**config.mk**
```make
export PLATFORM = sky130hd
export DESIGN_NAME = core_csr_trap_unit
export DESIGN_NICKNAME = d
export VERILOG_FILES = /design/src/rtl/core_csr_pkg.sv /design/src/rtl/core_csr_trap_unit_counter64.sv /design/src/rtl/core_csr_trap_unit.sv
export SDC_FILE = /design/constraint.sdc
export NUM_CORES = 1
export LEC_CHECK = 0
export BUFFER_PORTS_ARGS = -buffer_cell sky130_fd_sc_hd__buf_2
export CAP_MARGIN = 10
export CELL_PAD_IN_SITES_DETAIL_PLACEMENT = 1
export CELL_PAD_IN_SITES_GLOBAL_PLACEMENT = 2
export CORE_MARGIN = 2
export CORE_UTILIZATION = 39
export CTS_CLUSTER_DIAMETER = 80
export CTS_CLUSTER_SIZE = 10
export DETAILED_ROUTE_END_ITERATION = 6
export GPL_ROUTABILITY_DRIVEN = 0
export GPL_TIMING_DRIVEN = 1
export PLACE_DENSITY_LB_ADDON = 0.08
export SLEW_MARGIN = 10
export SYNTH_ARGS = -nofsm -noshare
export SYNTH_HDL_FRONTEND = slang
export SYNTH_HIERARCHICAL = 1
export SYNTH_SLANG_ARGS = --single-unit
```
**constraint.sdc**
```tcl
create_clock -name i_clk -period 7.5 [get_ports i_clk]
set_input_delay 0 -clock i_clk [delete_from_list [all_inputs] [get_ports i_clk]]
set_output_delay 0 -clock i_clk [all_outputs]
set_load 0.05 [all_outputs]
```
**src/rtl/core_csr_pkg.sv**
```systemverilog
// Shared definitions for the machine-mode CSR file and trap sequencer.
// Holds CSR addresses, cause codes, mstatus bit positions and state enums.
package core_csr_pkg;

    localparam logic [11:0] CSR_MSTATUS   = 12'h300;
    localparam logic [11:0] CSR_MIE       = 12'h304;
    localparam logic [11:0] CSR_MTVEC     = 12'h305;
    localparam logic [11:0] CSR_MSCRATCH  = 12'h340;
    localparam logic [11:0] CSR_MEPC      = 12'h341;
    localparam logic [11:0] CSR_MCAUSE    = 12'h342;
    localparam logic [11:0] CSR_MTVAL     = 12'h343;
    localparam logic [11:0] CSR_MIP       = 12'h344;
    localparam logic [11:0] CSR_MCYCLE    = 12'hB00;
    localparam logic [11:0] CSR_MINSTRET  = 12'hB02;
    localparam logic [11:0] CSR_MCYCLEH   = 12'hB80;
    localparam logic [11:0] CSR_MINSTRETH = 12'hB82;
    localparam logic [11:0] CSR_MHARTID   = 12'hF14;

    localparam logic [31:0] CAUSE_ILLEGAL = 32'd2;
    localparam logic [31:0] CAUSE_BREAK   = 32'd3;
    localparam logic [31:0] CAUSE_ECALL_U = 32'd8;
    localparam logic [31:0] CAUSE_ECALL_M = 32'd11;
    localparam logic [31:0] CAUSE_MEI     = 32'h8000_000B;

    localparam int MST_MIE    = 3;
    localparam int MST_MPIE   = 7;
    localparam int MST_MPP_LO = 11;
    localparam int MST_MPP_HI = 12;
    localparam int MIE_MEIE   = 11;
    localparam int MIP_MEIP   = 11;

    typedef enum logic [1:0] {
        U = 2'b00,
        M = 2'b11
    } priv_e;

    typedef enum logic {
        IDLE  = 1'b0,
        REDIR = 1'b1
    } trap_state_e;

    function automatic logic csr_exists(input logic [11:0] addr);
        case (addr)
            CSR_MSTATUS, CSR_MIE, CSR_MTVEC,
            CSR_MSCRATCH, CSR_MEPC, CSR_MCAUSE,
            CSR_MTVAL, CSR_MIP, CSR_MCYCLE,
            CSR_MINSTRET, CSR_MCYCLEH,
            CSR_MINSTRETH, CSR_MHARTID:
                csr_exists = 1'b1;
            default:
                csr_exists = 1'b0;
        endcase
    endfunction

endpackage

```
**src/rtl/core_csr_trap_unit_counter64.sv**
```systemverilog
// 64-bit free-running counter with separate low/high write ports.
// A write to either half wins over the increment in that cycle.
module core_csr_counter64 (
    input  logic        clk,
    input  logic        rst,
    input  logic        inc,
    input  logic        wr_lo,
    input  logic        wr_hi,
    input  logic [31:0] wdata,
    output logic [63:0] count
);

    // count up, or load one/both halves from a CSR write
    always_ff @(posedge clk) begin
        if (rst) begin
            count <= '0;
        end else if (wr_lo || wr_hi) begin
            if (wr_lo) count[31:0]  <= wdata;
            if (wr_hi) count[63:32] <= wdata;
        end else if (inc) begin
            count <= count + 64'd1;
        end
    end

endmodule

```
**src/rtl/core_csr_trap_unit.sv**
```systemverilog
// Machine-mode CSR file and trap sequencer for the execute stage.
// Traps and mret are issued to fetch as one registered redirect.
module core_csr_trap_unit #(
    parameter logic [31:0] RESET_MTVEC = 32'h0000_0000,
    parameter logic [31:0] HART_ID     = 32'd0
) (
    input  logic        i_clk,
    input  logic        i_rst,
    input  logic        i_valid,
    input  logic [31:0] i_pc,
    input  logic [31:0] i_instr,
    input  logic [31:0] i_rs1_data,
    input  logic        i_ecall,
    input  logic        i_ebreak,
    input  logic        i_mret,
    input  logic        i_sret,
    input  logic        i_csr_wen,
    input  logic        i_illegal,
    input  logic        i_irq_ext,
    input  logic        i_redirect_ready,
    output logic [31:0] o_csr_rdata,
    output logic        o_stall,
    output logic        o_flush,
    output logic        o_redirect_valid,
    output logic [31:0] o_redirect_pc,
    output logic        o_priv_m
);

    import core_csr_pkg::*;

    trap_state_e state, state_nxt;
    priv_e       priv;
    priv_e       mpp_r;
    logic        mie_r;
    logic        mpie_r;
    logic        meie_r;
    logic [31:0] mtvec_r;
    logic [31:0] mscratch_r;
    logic [31:0] mepc_r;
    logic [31:0] mcause_r;
    logic [31:0] mtval_r;
    logic [31:0] redir_pc_r;
    logic [63:0] mcycle;
    logic [63:0] minstret;

    logic [11:0] csr_addr;
    logic [2:0]  funct3;
    logic [4:0]  rs1_f;
    logic [31:0] csr_opnd;
    logic [31:0] csr_old;
    logic [31:0] csr_new;
    logic [31:0] mstatus_rd;
    logic        wr_intent;
    logic        csr_bad;
    logic        illegal;
    logic        accept;
    logic        irq_pend;
    logic        ok0, ok1, ok2, ok3, ok4;
    logic        take_irq, take_ill;
    logic        take_ecall, take_ebrk;
    logic        take_mret, do_csr;
    logic        trap, event_go;
    logic        csr_we, retire;
    logic [31:0] trap_cause;
    logic [31:0] trap_tval;
    logic [31:0] tvec_base;
    logic [31:0] trap_target;
    logic        unused_instr;

    assign csr_addr = i_instr[31:20];
    assign rs1_f    = i_instr[19:15];
    assign funct3   = i_instr[14:12];
    assign unused_instr = ^i_instr[11:0];

    assign csr_opnd = funct3[2] ? {27'd0, rs1_f}
                                : i_rs1_data;

    // RW always writes; RS/RC only with a nonzero source
    assign wr_intent = (funct3[1:0] == 2'b01)
                     | (funct3[1] & (rs1_f != 5'd0));

    assign csr_bad = i_csr_wen & (
          ~csr_exists(csr_addr)
        | ((csr_addr[9:8] == 2'b11) & (priv == U))
        | ((csr_addr[11:10] == 2'b11) & wr_intent));

    assign illegal = i_illegal | csr_bad | i_sret
                   | (i_mret & (priv == U));

    assign accept   = (state == IDLE) & i_valid;
    assign irq_pend = mie_r & meie_r & i_irq_ext;

    assign ok0 = accept & ~irq_pend;
    assign ok1 = ok0 & ~illegal;
    assign ok2 = ok1 & ~i_ecall;
    assign ok3 = ok2 & ~i_ebreak;
    assign ok4 = ok3 & ~i_mret;

    assign take_irq   = accept & irq_pend;
    assign take_ill   = ok0 & illegal;
    assign take_ecall = ok1 & i_ecall;
    assign take_ebrk  = ok2 & i_ebreak;
    assign take_mret  = ok3 & i_mret;
    assign do_csr     = ok4 & i_csr_wen;

    assign trap     = take_irq | take_ill
                    | take_ecall | take_ebrk;
    assign event_go = trap | take_mret;
    assign csr_we   = do_csr & wr_intent;
    assign retire   = accept & ~trap;

    assign mstatus_rd = {19'd0, mpp_r, 3'd0, mpie_r,
                         3'd0, mie_r, 3'd0};

    // cause and trap value for the winning exception
    always_comb begin
        trap_cause = '0;
        trap_tval  = '0;
        unique case (1'b1)
            take_irq: trap_cause = CAUSE_MEI;
            take_ill: begin
                trap_cause = CAUSE_ILLEGAL;
                trap_tval  = i_instr;
            end
            take_ecall: trap_cause = (priv == M)
                        ? CAUSE_ECALL_M : CAUSE_ECALL_U;
            take_ebrk: begin
                trap_cause = CAUSE_BREAK;
                trap_tval  = i_pc;
            end
            default: ;
        endcase
    end

    // redirect target: mepc, mtvec base or vectored slot
    always_comb begin
        tvec_base   = {mtvec_r[31:2], 2'b00};
        trap_target = tvec_base;
        if (take_mret) begin
            trap_target = mepc_r;
        end else if (take_irq && mtvec_r[1:0] == 2'b01) begin
            trap_target = tvec_base
                        + {25'd0, trap_cause[4:0], 2'b00};
        end
    end

    // CSR read mux returning the pre-write value
    always_comb begin
        csr_old = '0;
        case (csr_addr)
            CSR_MSTATUS:   csr_old = mstatus_rd;
            CSR_MIE:       csr_old[MIE_MEIE] = meie_r;
            CSR_MIP:       csr_old[MIP_MEIP] = i_irq_ext;
            CSR_MTVEC:     csr_old = mtvec_r;
            CSR_MSCRATCH:  csr_old = mscratch_r;
            CSR_MEPC:      csr_old = mepc_r;
            CSR_MCAUSE:    csr_old = mcause_r;
            CSR_MTVAL:     csr_old = mtval_r;
            CSR_MCYCLE:    csr_old = mcycle[31:0];
            CSR_MCYCLEH:   csr_old = mcycle[63:32];
            CSR_MINSTRET:  csr_old = minstret[31:0];
            CSR_MINSTRETH: csr_old = minstret[63:32];
            CSR_MHARTID:   csr_old = HART_ID;
            default:       csr_old = '0;
        endcase
    end

    // read-modify-write result for RW/RS/RC
    always_comb begin
        csr_new = csr_old;
        case (funct3[1:0])
            2'b01:   csr_new = csr_opnd;
            2'b10:   csr_new = csr_old | csr_opnd;
            2'b11:   csr_new = csr_old & ~csr_opnd;
            default: csr_new = csr_old;
        endcase
    end

    assign o_csr_rdata = i_csr_wen ? csr_old : '0;

    // privilege, mstatus and trap CSRs
    always_ff @(posedge i_clk) begin
        if (i_rst) begin
            priv       <= M;
            mpp_r      <= U;
            mie_r      <= 1'b0;
            mpie_r     <= 1'b0;
            meie_r     <= 1'b0;
            mtvec_r    <= {RESET_MTVEC[31:2], 2'b00};
            mscratch_r <= '0;
            mepc_r     <= '0;
            mcause_r   <= '0;
            mtval_r    <= '0;
        end else if (trap) begin
            mepc_r   <= {i_pc[31:2], 2'b00};
            mcause_r <= trap_cause;
            mtval_r  <= trap_tval;
            mpie_r   <= mie_r;
            mie_r    <= 1'b0;
            mpp_r    <= priv;
            priv     <= M;
        end else if (take_mret) begin
            mie_r  <= mpie_r;
            mpie_r <= 1'b1;
            priv   <= mpp_r;
            mpp_r  <= U;
        end else if (csr_we) begin
            case (csr_addr)
                CSR_MSTATUS: begin
                    mie_r  <= csr_new[MST_MIE];
                    mpie_r <= csr_new[MST_MPIE];
                    mpp_r  <= (csr_new[MST_MPP_HI:MST_MPP_LO]
                               == 2'b11) ? M : U;
                end
                CSR_MIE:      meie_r <= csr_new[MIE_MEIE];
                CSR_MTVEC:    mtvec_r <= {csr_new[31:2],
                                  csr_new[1] ? 2'b00
                                             : csr_new[1:0]};
                CSR_MSCRATCH: mscratch_r <= csr_new;
                CSR_MEPC:     mepc_r <= {csr_new[31:2], 2'b00};
                CSR_MCAUSE:   mcause_r <= csr_new;
                CSR_MTVAL:    mtval_r <= csr_new;
                default: ;
            endcase
        end
    end

    core_csr_counter64 u_mcycle (
        .clk   (i_clk),
        .rst   (i_rst),
        .inc   (1'b1),
        .wr_lo (csr_we & (csr_addr == CSR_MCYCLE)),
        .wr_hi (csr_we & (csr_addr == CSR_MCYCLEH)),
        .wdata (csr_new),
        .count (mcycle)
    );

    core_csr_counter64 u_minstret (
        .clk   (i_clk),
        .rst   (i_rst),
        .inc   (retire),
        .wr_lo (csr_we & (csr_addr == CSR_MINSTRET)),
        .wr_hi (csr_we & (csr_addr == CSR_MINSTRETH)),
        .wdata (csr_new),
        .count (minstret)
    );

    // FSM state register
    always_ff @(posedge i_clk) begin
        if (i_rst) state <= IDLE;
        else       state <= state_nxt;
    end

    // FSM next state
    always_comb begin
        state_nxt = state;
        unique case (state)
            IDLE:  if (event_go) state_nxt = REDIR;
            REDIR: if (i_redirect_ready) state_nxt = IDLE;
            default: state_nxt = IDLE;
        endcase
    end

    // latched redirect target, stable while in REDIR
    always_ff @(posedge i_clk) begin
        if (i_rst)         redir_pc_r <= '0;
        else if (event_go) redir_pc_r <= trap_target;
    end

    // FSM outputs
    always_comb begin
        o_redirect_valid = (state == REDIR);
        o_flush          = (state == REDIR);
        o_stall          = (state == REDIR) | event_go;
        o_redirect_pc    = redir_pc_r;
        o_priv_m         = (priv == M);
    end

endmodule

```
==> results.tsv, run 1 <==
stage	metric	value	unit
drt	Detailed Route WL	122000	um
worst_setup_path	Max Fanout on Critical Path	96	
synthesis	Unique masters post-synth	96	
synthesis	Synth Register Bits	323	
placement	# port buffers	172	
cts	total CTS buffers	39	
timing	Setup Viol. Count Final	0	
cts	Reg clk slew, reported paths	0.06	ns
synthesis	most frequent cell after synthesis	dfxtp_1	
cts	Clock Path Buffers	3	
synthesis	Async S/R FF share, synth	0	
synthesis	largest family of logic cells by synthesized area	simple AND/OR/NAND/NOR gates	
cts	root buffer cell	clkbuf_16	
grt	first-pass GRT wire length	175000	um
timing	Slew Limit Fails	0	
grt	initial antenna violation count	6	
timing	Slew HR	0.0595	
worst_setup_path	WP data required	8.02	ns
layout	Non-Filler Instances	3712	
power_and_ir_drop	Max VDD drop	0.136	mV
timing	fmax	200	MHz
cts	TritonCTS Sinks	323	
timing	fin crit period	5.00	ns
floorplan	Die Area	58200	um2
drt	WL/cell	32.9	um
synthesis	top_reg_cell synth	dfxtp_1	
synthesis	commonest cells in the netlist	dfxtp_1, nand2_1, nor2_1	
min_path	worst hold path type	primary input to register	
worst_setup_path	crit-path max cell delay	0.88	ns
synthesis	Compound-Gate Fraction of Synth Area	0.227	
worst_setup_path	kind of critical path	primary input to register	
cts	CTS tree	built	
grt	grt ovf	0	
synthesis	Mean Syn Cell Area	7.72	um2
timing	Worst-Margin Slew	1.41	ns
floorplan	Initial Util	0.396	
synthesis	XOR/XNOR Fraction of Synth Area	0.0331	
grt	gr usage total	0.409	
power_and_ir_drop	Lkg Pwr	8.73	nW
drt	First DRT Iteration DRCs	3405	
floorplan	IO Count	175	
floorplan	Die X	241	um
drt	DRT antenna net count	0	
synthesis	register area share after synthesis	0.294	
grt	vias in the first global route	25000	
synthesis	Post-synth EDFFs	0	
synthesis	Mapped Area	22000	um2
run_status	status	finished, final reports clean	
timing	RSZ-0062 raised after global routing	no	
drt	DRC Markers	0	
timing	Layout Skew	0.0276	ns
timing	hold_ws	0.0222	ns
cts	CTS-repair resized insts	0	
placement	dpl hpwl	86900	um
layout	Nets	3066	
worst_setup_path	critical path arrival	5.52	ns
synthesis	Syn Inst Count	2844	
floorplan	core box area	55400	um2
drt	post-DR vias/cell	6.93	
synthesis	Ys Warns	6	
timing	TNS Setup	0	ns
timing	Final Cycle Share	0.666	
synthesis	post-synthesis adder-cell area fraction	0.00376	
layout	share of cells above drive strength 1	0.138	
power_and_ir_drop	pwr/cell area	175	nW/um2
worst_setup_path	critical path cell sequence	dlygate4sd3_1 -> buf_2 -> nor4bb_4 -> buf_4 -> nand2_1 -> o41ai_1 -> o31ai_4 -> a31oi_4 -> buf_4 -> buf_4 -> o21ai_0 -> a311oi_1 -> dlygate4sd3_1	
layout	Filler Cell Count	6783	
floorplan	Die H	241	um
drt	1st-pass router iterations	6	
layout	final core occ	0.455	
floorplan	Placement Rows	86	
timing	final hold vios	0	
worst_setup_path	CP Capture Type	register	
layout	area grow syn2layout	14.8	%
synthesis	Synth Area in Simple Gates	0.320	
drt	vias	25700	
job	max cap viols	0	
cts	H-tree levels	2	
worst_setup_path	Worst path slowest cell	buf_4	
grt	maximum number of pins on one net before global-route repair	170	
synthesis	mux contribution to synthesized area	0.0640	
worst_setup_path	Critical Path Source Type	primary input	
worst_setup_path	cell mode on critical path	buf_4	
synthesis	post-synth top area cell	dfxtp_1	
synthesis	largest cells by area after synthesis	dfxtp_1, nand2_1, nor2_1	
synthesis	Yosys top cell area share	0.294	
cts	Skew-Pair Late Insertion Delay	0.60	ns
placement	DP Cell Count	3593	
## power by group
part           internal, W  switching (W)  total (W)
Combinational     0.000224       0.000545   0.000770
Sequential         0.00178      0.0000573    0.00184
Clock             0.000969       0.000838    0.00181
## placed cells by master (no fill, tap or decap), drive strengths merged, types with 20 or more instances in the layout
| cell | instances |
|---|---|
| nand2b | 81 |
| mux2i | 92 |
| nand2 | 299 |
| nand4 | 154 |
| a211oi | 107 |
| dfxtp | 323 |
| and4 | 22 |
| dlygate4sd3 | 67 |
| mux2 | 41 |
| buf | 244 |
| o22ai | 20 |
| a21oi | 68 |
| a31oi | 50 |
| or3 | 32 |
| o21ai | 99 |
| o211ai | 20 |
| clkbuf | 44 |
| nor4 | 51 |
| a311oi | 82 |
| xnor2 | 65 |
| a22oi | 49 |
| nor2b | 25 |
| and2 | 26 |
| nor3 | 133 |
| nand3 | 114 |
| nor2 | 265 |
| and3 | 53 |
| inv | 46 |
## cells by family (layout without fill, tap and decap cells)
kind of cell	after synthesis	count (layout)
AOI/OAI and AO/OA	677	677
buffers and inverters	295	405
muxes	134	134
adders and majority gates	6	6
and+or+nand+nor	1324	1324
other	2	12
xor gates and xnor gates	83	83
DFF	323	323
## worst max-delay path, delay by kind of cell
family / cells / cell delay [ns]
and+or+nand+nor: 2 / 0.51
buffers and inverters: 6 / 3.31
AOI/OAI and AO/OA: 5 / 1.59
## registers in the layout, summed over array words and instances (netlist names)
name              flops
mpp_r                 2
mepc_r               30
mcause_r             32
o_flush               1
mtvec_r              31
mtval_r              32
meie_r                1
mpie_r                1
o_redirect_pc        30
mscratch_r           32
priv                  2
mie_r                 1
u_mcycle/count       64
u_minstret/count     64
## per-layer routing
layer	part of all wire	wire length, um	track usage
met1	0.39	48000	0.520
met2	0.43	52500	0.626
met3	0.10	12500	0.0882
met4	0.074	9050	0.270
met5	0.00042	51	0
## layout make-up
class | count | area [um2] | share of cell area
clock inverter | 5 | 62.6 | 0.00248
tap | 748 | 936 | 0.0371
inverter | 45 | 169 | 0.00670
multi-input combinational | 2233 | 14400 | 0.573
antenna | 3 | 7.51 | 0.000298
clock buffer | 44 | 1020 | 0.0407
sequential | 323 | 6470 | 0.257
timing repair buffer | 311 | 2100 | 0.0832
## through the flow
step / setup WS, ns / power (W) / cell area, um2
3_5_place_dp: 2.32 / 0.00258 / 23400
3_3_place_gp: 2.50 / 0.00257 / 23400
6_report: 2.50 / 0.00441 / 25200
2_1_floorplan: 3.56 / 0.00229 / 22000
4_1_cts: 2.62 / 0.00440 / 25200
5_1_grt: 2.08 / 0.00452 / 25200
## repair_timing
item,CTS,global route
hold endpoints to repair,110,0
buffers inserted,0,0
hold buffers,67,0
## worst paths after layout
check / start / endpoint / depth (start not counted) / slack [ns]
hold / removal: i_instr[24] / mtval_r[24] / 3 / 0.02
hold reg to reg: mscratch_r[13] / mscratch_r[13] / 2 / 0.47
setup reg to reg: mie_r / mtval_r[18] / 10 / 2.68
setup / recovery: i_instr[31] / mtval_r[18] / 13 / 2.50
No activity file was read; power rests on OpenSTA's default activity.
==> inputs of run 2 (changes only) <==
--- a/config.mk
+++ b/config.mk
@@ -10,7 +10,7 @@
 export CELL_PAD_IN_SITES_DETAIL_PLACEMENT = 1
 export CELL_PAD_IN_SITES_GLOBAL_PLACEMENT = 2
 export CORE_MARGIN = 2
-export CORE_UTILIZATION = 39
+export CORE_UTILIZATION = 36
 export CTS_CLUSTER_DIAMETER = 80
 export CTS_CLUSTER_SIZE = 10
 export DETAILED_ROUTE_END_ITERATION = 6
==> constraint.sdc (replaced) <==
create_clock -name i_clk -period 4.9 [get_ports i_clk]
set_input_delay 0 -clock i_clk [delete_from_list [all_inputs] [get_ports i_clk]]
set_output_delay 0 -clock i_clk [all_outputs]
set_load 0.05 [all_outputs]
==> run 2 against run 1 <==
Against the previous run: register-to-register slack lost 2.0 ns; worst setup slack lost 2.1 ns; critical path type unchanged; critical endpoint is now mtval_r[6]; clock skew shrank 0.0032 ns; cell area grew 1.6%; final cell count grew 2.0%; first-iteration DRC count shrank 15%; global-route usage shrank 2.4 points; sequential cell count is the same; largest power group is now the clock network; die area grew 8.2%.
==> results.tsv, run 2 (synthesis results as in run 1) <==
stage	metric	value	unit	change
drt	First DRT Iteration DRCs	2893		-15%
grt	first-pass GRT wire length	179000	um	+2.3%
layout	Non-Filler Instances	3788		+2.0%
cts	TritonCTS Sinks	323		unchanged
floorplan	Die Area	63000	um2	+8.2%
grt	grt ovf	0		unchanged
timing	final hold vios	0		unchanged
timing	Worst Slack Setup Final	0.431	ns	-2.07 ns
worst_setup_path	Max Fanout on Critical Path	37		-61%
floorplan	Die H	251	um	+4.0%
timing	Worst-Margin Slew	1.18	ns	-0.229 ns
power_and_ir_drop	Max VDD drop	0.214	mV	+57%
timing	Slew HR	0.209		+0.150
timing	fin crit period	4.47	ns	
grt	gr usage total	0.385		-0.0242
worst_setup_path	kind of critical path	primary input to register		
layout	area grow syn2layout	16.6	%	
grt	maximum number of pins on one net before global-route repair	149		-12%
drt	vias	25700		-0.0039%
cts	CTS tree	built		
cts	H-tree levels	2		unchanged
timing	Final Cycle Share	0.912		
placement	dpl hpwl	90300	um	+4.0%
floorplan	Die X	251	um	+4.0%
layout	most frequent cells in the layout	dfxtp_1, nand2_1, nor2_1		
floorplan	core box area	60400	um2	+8.9%
placement	worst slack, placed	0.566	ns	-1.75 ns
drt	1st-pass router iterations	6		unchanged
grt	vias in the first global route	24900		-0.55%
layout	top flop regs	u_mcycle/count x64, u_minstret/count x64		
cts	root buffer cell	clkbuf_16		
cts	Reg clk slew, reported paths	0.06	ns	about the same
layout	Nets	3104		+1.2%
timing	Setup Viol. Count Final	0		unchanged
layout	commonest non-fill, non-tap cell in the layout	dfxtp_1		
worst_setup_path	WP data required	5.44	ns	-2.58 ns
cts	Clock Path Buffers	3		unchanged
power_and_ir_drop	Lkg Pwr	8.95	nW	+2.5%
timing	TNS Setup	0	ns	unchanged
drt	DRT antenna net count	0		unchanged
worst_setup_path	Critical Path Source Type	primary input		
grt	initial antenna violation count	1		-5
floorplan	Placement Rows	90		+4.7%
timing	RSZ-0062 raised after global routing	no		
layout	Filler Cell Count	7310		+7.8%
floorplan	Initial Util	0.364		-0.0324
timing	Slew Limit Fails	0		unchanged
run_status	status	finished, final reports clean		
cts	Skew-Pair Late Insertion Delay	0.60	ns	about the same
placement	DP Cell Count	3660		+1.9%
placement	# port buffers	172		unchanged
floorplan	IO Count	175		unchanged
min_path	worst hold path type	primary input to register		
layout	share of cells above drive strength 1	0.147		+0.00906
power_and_ir_drop	pwr/cell area	269	nW/um2	+54%
drt	DRC Markers	0		unchanged
worst_setup_path	CP Capture Type	register		
power_and_ir_drop	Design Power	0.00689	W	+56%
job	max cap viols	0		unchanged
drt	Detailed Route WL	125000	um	+2.7%
cts	total CTS buffers	41		+5.1%
timing	fmax	224	MHz	
timing	hold_ws	0.0739	ns	+0.0517 ns
timing	Layout Skew	0.0243	ns	-0.00321 ns
drt	WL/cell	33.1	um	+0.62%
drt	post-DR vias/cell	6.79		-2.0%
worst_setup_path	critical path arrival	5.01	ns	-0.51 ns
run 2: changes by cell type in the layout (fill, tap and decap cells not counted), sizes merged:
cell         before  now
inv              46   44
clkinv            4   10
clkinvlp          0    1
buf             244  277
clkbuf           44   45
dlygate4sd3      67   70
run 2: final cells by class:
cell class	instances	area, um2	area share
well taps	782	978	0.0382
diodes	3	7.51	0.000293
inverters	45	169	0.00660
repair buffers	347	2410	0.0942
clock inverters	10	86.3	0.00337
flip-flops and latches	323	6470	0.253
clock buffers	45	1080	0.0423
multi-input cells	2233	14400	0.562
run 2: stage by stage:
step | area (um2) | utilization
finish | 25600 | 0.424
detailed placement | 23700 | 0.393
CTS | 25600 | 0.424
global route | 25600 | 0.424
global placement | 23700 | 0.393
floorplan | 22000 | -
run 2: metal layers:
layer	wire length (um)	track usage	vias up
met5	0	0	-
met4	8520	0.237	0
met3	10900	0.0700	308
met2	54100	0.588	1359
met1	51700	0.504	13000
li1	-	-	11100
run 2: timing repair:
action,in CTS,in global routing
gates resized for setup,0,0
hold buffers,70,0
endpoints found under the hold margin,95,0
buffers inserted,0,0
endpoints found under the setup margin,0,0
run 2: worst max-delay path, stage by stage:
cell and delay (ns):
dlygate4sd3_1 0.54, buf_2 0.21, nor4bb_4 0.30, buf_4 0.47, nand2_1 0.52, buf_4 0.33, nor2_1 0.31, and3_1 0.81
buf_4 0.48, nor3_1 0.09, a311oi_1 0.29, dlygate4sd3_1 0.58
run 2: report_power, final:
part / leakage [nW] / switching (W) / internal, W
Clock: 0.578 / 0.00131 / 0.00157
Sequential: 2.62 / 0.0000866 / 0.00272
Combinational: 5.75 / 0.000844 / 0.000360
Total: 8.95 / 0.00224 / 0.00465
run 2: path summary, 6_finish.rpt:
kind	start	endpoint	slack, ns	cells after the start
max	i_instr[31]	mtval_r[6]	0.43	12
min	i_instr[26]	mtval_r[26]	0.07	3
max reg2reg	mie_r	u_minstret/count[44]	0.67	12
min reg2reg	mcause_r[7]	mcause_r[7]	0.48	2
